--- src/rtl/quad_decoder.sv ---
// Quadrature encoder front end: per-channel synchroniser and glitch filter,
// 4x decoding into a wrap-around count. Define QUAD_INDEX_EN to add the Z index input.
module quad_decoder #(
  parameter int SYNC_STAGES = 2,
  parameter int FILT_LEN    = 4,
  parameter int CNT_W       = 16,
  parameter int DIR_INV     = 0
) (
  input  logic             clk,
  input  logic             rst,
  input  logic             enc_a,
  input  logic             enc_b,
`ifdef QUAD_INDEX_EN
  input  logic             enc_z,
`endif
  input  logic             clr,
  input  logic             err_clr,
  output logic [CNT_W-1:0] count,
  output logic             dir,
  output logic             step,
`ifdef QUAD_INDEX_EN
  output logic             index_seen,
`endif
  output logic             err
);

`ifdef QUAD_INDEX_EN
  localparam int NCH = 3;
`else
  localparam int NCH = 2;
`endif
  localparam int FCW      = (FILT_LEN > 1) ? $clog2(FILT_LEN) : 1;
  localparam int INIT_LEN = SYNC_STAGES + FILT_LEN + 1;
  localparam int ICW      = $clog2(INIT_LEN);
  localparam logic FWD_DIR = (DIR_INV == 0);

  localparam logic [0:0] ST_INIT = 1'b0;
  localparam logic [0:0] ST_RUN  = 1'b1;

  logic [NCH-1:0] raw;
  logic [NCH-1:0] filt;

`ifdef QUAD_INDEX_EN
  assign raw = {enc_z, enc_b, enc_a};
`else
  assign raw = {enc_b, enc_a};
`endif

  // Each channel: shift-register synchroniser, then a run-length filter that
  // only follows the synced value after FILT_LEN consecutive differing samples.
  for (genvar g = 0; g < NCH; g++) begin : g_ch
    logic [SYNC_STAGES-1:0] sync_q;
    logic [FCW-1:0]         cnt_q;
    logic                   filt_q;
    logic                   synced;

    assign synced  = sync_q[SYNC_STAGES-1];
    assign filt[g] = filt_q;

    always_ff @(posedge clk) begin
      if (rst) begin
        sync_q <= '0;
        cnt_q  <= '0;
        filt_q <= 1'b0;
      end else begin
        sync_q <= {sync_q[SYNC_STAGES-2:0], raw[g]};
        if (synced == filt_q) begin
          cnt_q <= '0;
        end else if (cnt_q == FCW'(FILT_LEN - 1)) begin
          filt_q <= synced;
          cnt_q  <= '0;
        end else begin
          cnt_q <= cnt_q + FCW'(1);
        end
      end
    end
  end

  logic [0:0]     state_q;
  logic [ICW-1:0] init_cnt_q;
  logic [1:0]     cur;
  logic [1:0]     prev_q;
  logic           run;
  logic           fwd;
  logic           rev;
  logic           ill;
  logic           idx_hit;

  assign cur = {filt[0], filt[1]};
  assign run = (state_q == ST_RUN);

  // Gray order {a,b}: 00 -> 01 -> 11 -> 10 -> 00 is forward.
  always_comb begin
    fwd = 1'b0;
    rev = 1'b0;
    ill = 1'b0;
    case ({prev_q, cur})
      4'b00_01, 4'b01_11, 4'b11_10, 4'b10_00: fwd = run;
      4'b01_00, 4'b11_01, 4'b10_11, 4'b00_10: rev = run;
      4'b00_11, 4'b11_00, 4'b01_10, 4'b10_01: ill = run;
      default: ;
    endcase
  end

`ifdef QUAD_INDEX_EN
  logic prev_z_q;
  assign idx_hit = run && filt[2] && !prev_z_q;
`else
  assign idx_hit = 1'b0;
`endif

  always_ff @(posedge clk) begin
    if (rst) begin
      state_q    <= ST_INIT;
      init_cnt_q <= '0;
      prev_q     <= 2'b00;
      count      <= '0;
      dir        <= 1'b0;
      step       <= 1'b0;
      err        <= 1'b0;
    end else begin
      prev_q <= cur;
      step   <= 1'b0;

      if (state_q == ST_INIT) begin
        if (init_cnt_q == ICW'(INIT_LEN - 1)) begin
          state_q <= ST_RUN;
        end else begin
          init_cnt_q <= init_cnt_q + ICW'(1);
        end
      end

      // clr beats the index edge, which beats a decoded step; dir only
      // follows steps that are actually applied.
      if (clr) begin
        count <= '0;
      end else if (idx_hit) begin
        count <= '0;
      end else if (fwd) begin
        count <= count + CNT_W'(1);
        dir   <= FWD_DIR;
        step  <= 1'b1;
      end else if (rev) begin
        count <= count - CNT_W'(1);
        dir   <= ~FWD_DIR;
        step  <= 1'b1;
      end

      if (ill) begin
        err <= 1'b1;
      end else if (err_clr) begin
        err <= 1'b0;
      end
    end
  end

`ifdef QUAD_INDEX_EN
  always_ff @(posedge clk) begin
    if (rst) begin
      prev_z_q   <= 1'b0;
      index_seen <= 1'b0;
    end else begin
      prev_z_q <= filt[2];
      if (clr) begin
        index_seen <= 1'b0;
      end else if (idx_hit) begin
        index_seen <= 1'b1;
      end
    end
  end
`endif

endmodule

--- config.mk ---
export PLATFORM = sky130hd
export DESIGN_NAME = quad_decoder
export DESIGN_NICKNAME = d
export VERILOG_FILES = /design/src/rtl/quad_decoder.sv
export SDC_FILE = /design/constraint.sdc
export NUM_CORES = 1
export LEC_CHECK = 0
export BUFFER_PORTS_ARGS = -buffer_cell sky130_fd_sc_hd__buf_2
export CAP_MARGIN = 10
export CORE_MARGIN = 5
export CORE_UTILIZATION = 40
export CTS_CLUSTER_SIZE = 20
export DETAILED_ROUTE_END_ITERATION = 8
export PLACE_DENSITY = 0.63
export SYNTH_ARGS = -nofsm -noshare
export SYNTH_HDL_FRONTEND = slang
export SYNTH_SLANG_ARGS = --single-unit
export TNS_END_PERCENT = 30
--- constraint.sdc ---
create_clock -name clk -period 3.5 [get_ports clk]
set_clock_uncertainty 0.1 [all_clocks]
set_input_delay 0.175 -clock clk [delete_from_list [all_inputs] [get_ports clk]]
set_output_delay 0.175 -clock clk [all_outputs]
set_load 0.005 [all_outputs]
# [After elaboration in Yosys (flattened, before gate mapping)]
# Cells that the tools add are included.
[totals] input_bits=6 regBits=35 elab_cells=65 output_inout_bits=19
[classes] reduce_logical=12 bitwise=5 add_sub_neg=5 muxes=13 n_eq_ne=17
[op_table] op="$mux W16" count=2
[op_table] op="$eq A4 B4 Y1 const B" count=6
[op_table] op="$add A16 B1 Y16 const B" count=1
[op_table] op="$sub A16 B1 Y16 const B" count=1
[op_table] op="$eq A4 B3 Y1 const B" count=3
[op_table] op="$reduce_or A4 Y1" count=3
[op_table] op="$mux W1" count=11
[op_table] op="$eq A4 B2 Y1 const B" count=2
[op_table] op="$reduce_and A2 Y1" count=4
[op_table] op="$reduce_or A3 Y1" count=2
[op_table] op="$not A1 Y1" count=5
[op_table] op="$add A2 B1 Y2 const B" count=2
[op_table] op="$eq A2 B2 Y1 const B" count=2
[op_table] op="$eq A4 B1 Y1 const B" count=1
[op_table] op="$reduce_bool A2 Y1" count=2
[op_table] op="$add A3 B1 Y3 const B" count=1
[op_table] op="$eq A3 B3 Y1 const B" count=1
[op_table] op="$eq A1 B1 Y1" count=2
[op_table] op="$reduce_or A2 Y1" count=1

# [Depth between registers and ports, before layout]
[logic_depth] depth_word=5 mapped_depth=10 mapped_depth_nobuf=10

# [Worst setup path after synthesis]
# No wires, ideal clock.
[synth_timing] path_type="register -> register" startpoint="register g_ch[0].filt_q" endpoint="register count[15]" setup_time_ps=72 t_arrival_ps=2760 period_less_slack_ps=2932 path_buffers=0 t_required_ps=3328 path_slack_ps=568 path_stages_with_launch=10 path_cell_list="dfxtp_1 > xor2_2 > or3_1 > ha_1 > a211o_1 > a211o_1 > a211oi_1 > nor3_1 > nor3b_1 > mux2i_1"
[synth_via] elab_chain_cells=4 word_cells_on_any_way=14 cone_classes="eq/ne (8); mux (3); reduce/logical (3)"
[synth_rtl] element="from (decl)" line="54" text="logic filt_q;"
[synth_rtl] element="from (signal assigned)" line="70" text="filt_q <= synced;"
[synth_rtl] element="$eq A4 B1 Y1, or another cell as far along" line="97" text="case ({prev_q, cur})"
[synth_rtl] element="$reduce_or A4 Y1" line="97"
[synth_rtl] element="$mux W1" line="97"
[synth_rtl] element="$mux W16 / $reduce_bool A2 Y1 (equally long branches)"
[synth_rtl] element="to (signal assigned)" line="140" text="count <= count + CNT_W'(1);"
[synth_rtl] element="to (signal assigned)" line="144" text="count <= count - CNT_W'(1);"
[synth_rtl] element="to (decl)" line="18" text="output logic [CNT_W-1:0] count,"
# Several ways; a longest one is shown, not always the timed one.
# A chain may end at the register's enable or synchronous reset.

# [Worst setup path in the final report]
[layout_timing] startpoint="register g_ch[1].filt_q" endpoint="register count[15]"
[layout_via] elab_chain_cells=4 word_cells_on_any_way=14 cone_classes="eq/ne (8); mux (3); reduce/logical (3)"
[layout_rtl] element="from (decl)" line="54"
[layout_rtl] element="from (signal assigned)" line="70"
[layout_rtl] element="$eq A4 B1 Y1, or another cell as far along" line="97"
[layout_rtl] element="$reduce_or A4 Y1" line="97"
[layout_rtl] element="$mux W1" line="97"
[layout_rtl] element="$mux W16 / $reduce_bool A2 Y1 (equally long branches)"
# Several ways; a longest one is shown, not always the timed one.

==> impl_metrics.toml <==
[synthesis]
async_flop_share = 0
syn_avg_cell_area_sq_um = 8.51
ys_seq_area_frac = 0.345
yosysTopAreaCellShare = 0.345
synth_top_area_cell = "dfxtp_1"
synthTopCellsByArea = "dfxtp_1 (34%), ha_1 (12%), a21oi_1 (6.2%), xnor2_1 (5.2%), nor2_1 (4.4%)"
synth_cells = 239
ys_types = 42
synth_edf_count = 0
syn_area_sq_um = 2030
synth_nets = 265
ys_seq_elements = 35
synthFlopType = "dfxtp_1"
yosysWarnings = 0

[route]
drtIter0Drc = 86
num_vias = 1721
first_pass_iters = 4
routedWlPerCell_microns = 12.8
viasPerCell = 5.11
antenna_left = 0
drc = 0
wl_microns = 4300

[cts]
cts_sinks = 35
tritoncts = "built"
clock_path_buffers = 2
cts_inserted_buffers = 5
insertion_delay_ps = 290
cts.clk_slew.worst_paths_ps = 80
cts_resized = 0
h-tree-depth = 2
root_buffer = "clkbuf_8"

[power_and_ir_drop]
vdd_drop_max_v = 0.000163
total_leakage_power_uw = 0.00107
power_density_nw_per_um2 = 325

[timing]
hold_viol = 0
maxSlewHeadroom = 0.598
final-setup-viol-count = 0
period_needed_ps = 3130
fmax_ghz = 0.319
rsz0062_at_grt = "false"
worstMarginPinSlew_ps = 603
final.setup.tns_ps = 0
whs_ps = 90.6
finalCritPeriodShare = 0.895
slew_violations = 0

[worst_setup_path]
crit_end = "count[15]$_SDFFE_PP0N_"
crit_type = "flop to flop"
max_stage_delay_ps = 610
startpoint = "g_ch[1].filt_q$_SDFFE_PP0P_"
path_buf_inv = 0
crit_path_end_kind = "flop"
path_cells = "xnor2_1, or3_1, ha_1, o211a_1, a211o_1, a211oi_1, nor3_1, nor3b_1, mux2i_1"
crit_required_ps = 3630
ff2ff_path_depth = 9
crit_cells = 9
critPathMaxFanout = 13
crit_family = "simple AND/OR/NAND/NOR gates"
critical_path_arrival_ps = 3260
setup.worst_path.start_class = "flop"
slowest_stage = "or3_1"
reg2reg_setup_slack_ps = 370
worst_r2r_endpoint = "count[15]$_SDFFE_PP0N_"
r2r_start = "g_ch[1].filt_q$_SDFFE_PP0P_"

[global_route]
antenna_found_initial = 0
grt_pass1_vias = 1684
grt_max_degree = 20
grt_util_all_layers = 0.142
overflow = 0
grt_pass1_wl_microns = 7360

[die]
die_area_sq_um = 6610
initial_core_util = 0.406
die_height_microns = 81.3
die_x_microns = 81.3
core-area_sq_um = 5010
rows = 26
top_level_ports = 25

[cells_and_area]
layout.nets = 292
drive_gt1_frac = 0.146
diodes = 0
area_growth_pct = 15.0

[run_status]
outcome = "finished clean"

[min_path]
min_from = "err_clr"
hp-class = "input port to flop"

[run]
cap_viol_max_count = 0

[placement]
dp_hpwl_microns = 3240
io_buffers = 24
gp_congestion = 0.836
## cell families (layout without fill, tap and decap cells)
kind of cell / Yosys count / after routing / share of synthesized area
AOI/OAI and AO/OA: 63 / 63 / 0.201
buffers and inverters: 17 / 45 / 0.0326
and+or+nand+nor: 85 / 85 / 0.207
adders and majority gates: 20 / 20 / 0.127
muxes: 4 / 4 / 0.0197
DFF: 35 / 35 / 0.345
xor gates and xnor gates: 15 / 15 / 0.0683
## flip-flops by register name, summed over array words and instances (netlist names)
name         cells
g_ch.sync_q      4
step             1
g_ch.cnt_q       4
count           16
dir              1
prev_q           2
g_ch.filt_q      2
err              1
init_cnt_q       3
run              1
## through the flow
step           std cells  worst slack (ps)  utilization  power [uW]  cell area (sq um)
2_1_floorplan        239               568            -         440               2030
3_5_place_dp         327               370        0.443         449               2220
3_3_place_gp         327               444        0.443         448               2220
5_1_grt              337               110        0.467         795               2340
6_report             337               369        0.467         761               2340
4_1_cts              337               360        0.467         775               2340
## cells in the mapped netlist, drive strengths merged, types with 3 or more instances
library cell and count:
o21ai 9, a21o 7, nor3 5, nor2b 8
xor2 3, dfxtp 35, inv 10, a21oi 25
a211o 3, a211oi 3, mux2i 4, clkbuf 5
nor2 24, nand3b 3, o21a 4, ha 19
or3 7, xnor2 12, nand3 5, nand4 4
nand2 20
## tightest hold or removal path: stages
cell     delay [ps]
buf_2           100
inv_1            50
a32oi_1          50
nor2_1           80
## routing by layer
layer | up-vias | track usage | routed length (microns)
met1 | 786 | 0.160 | 1910
met3 | 10 | 0.0322 | 165
met4 | 0 | 0.0574 | 99
met5 | - | 0 | 0
li1 | 900 | - | -
met2 | 25 | 0.255 | 2120
## layout make-up
type / count / area, sq um
clock inverter: 2 / 16.3
clock buffer: 6 / 82.6
fill: 530 / 2670
inverter: 10 / 37.5
multi-input combinational: 187 / 1270
timing repair buffer: 27 / 148
sequential: 35 / 701
tap: 70 / 87.6
## power breakdown
| part | internal (uW) | total [uW] | switching (uW) |
|---|---|---|---|
| Clock | 161 | 320 | 159 |
| Sequential | 406 | 411 | 5.36 |
| Combinational | 13.6 | 29.3 | 15.8 |
## layout by cell type, fill, tap and decap left out, drive strengths merged, types with 3 or more instances in the layout
cell and n:
nor2 24, a21oi 25, nand2 20, a211oi 3, mux2i 4, o21ai 9
xor2 3, nand4 4, nor3 5, nor2b 8, o21a 4, dfxtp 35
ha 19, clkbuf 6, xnor2 12, or3 7, buf 25, inv 10
nand3 5, nand3b 3, a211o 3, a21o 7
## worst min path at each step
stage,to,slack [ps],cells after the start
2_1_floorplan,g_ch[0].sync_q[0]$_SDFF_PP0_,200,1
3_3_place_gp,g_ch[1].sync_q[0]$_SDFF_PP0_,290,2
3_5_place_dp,g_ch[1].sync_q[0]$_SDFF_PP0_,290,2
4_1_cts,err$_SDFFE_PP0P_,90,4
5_1_grt,err$_SDFFE_PP0P_,110,4
6_report,err$_SDFFE_PP0P_,90,4
## timing repair
item | 4_1_cts | 5_1_grt
buffers inserted | 0 | 0
endpoints found under the hold margin | 2 | 0
hold buffers | 2 | 0
No activity file was read; power rests on OpenSTA's default activity.
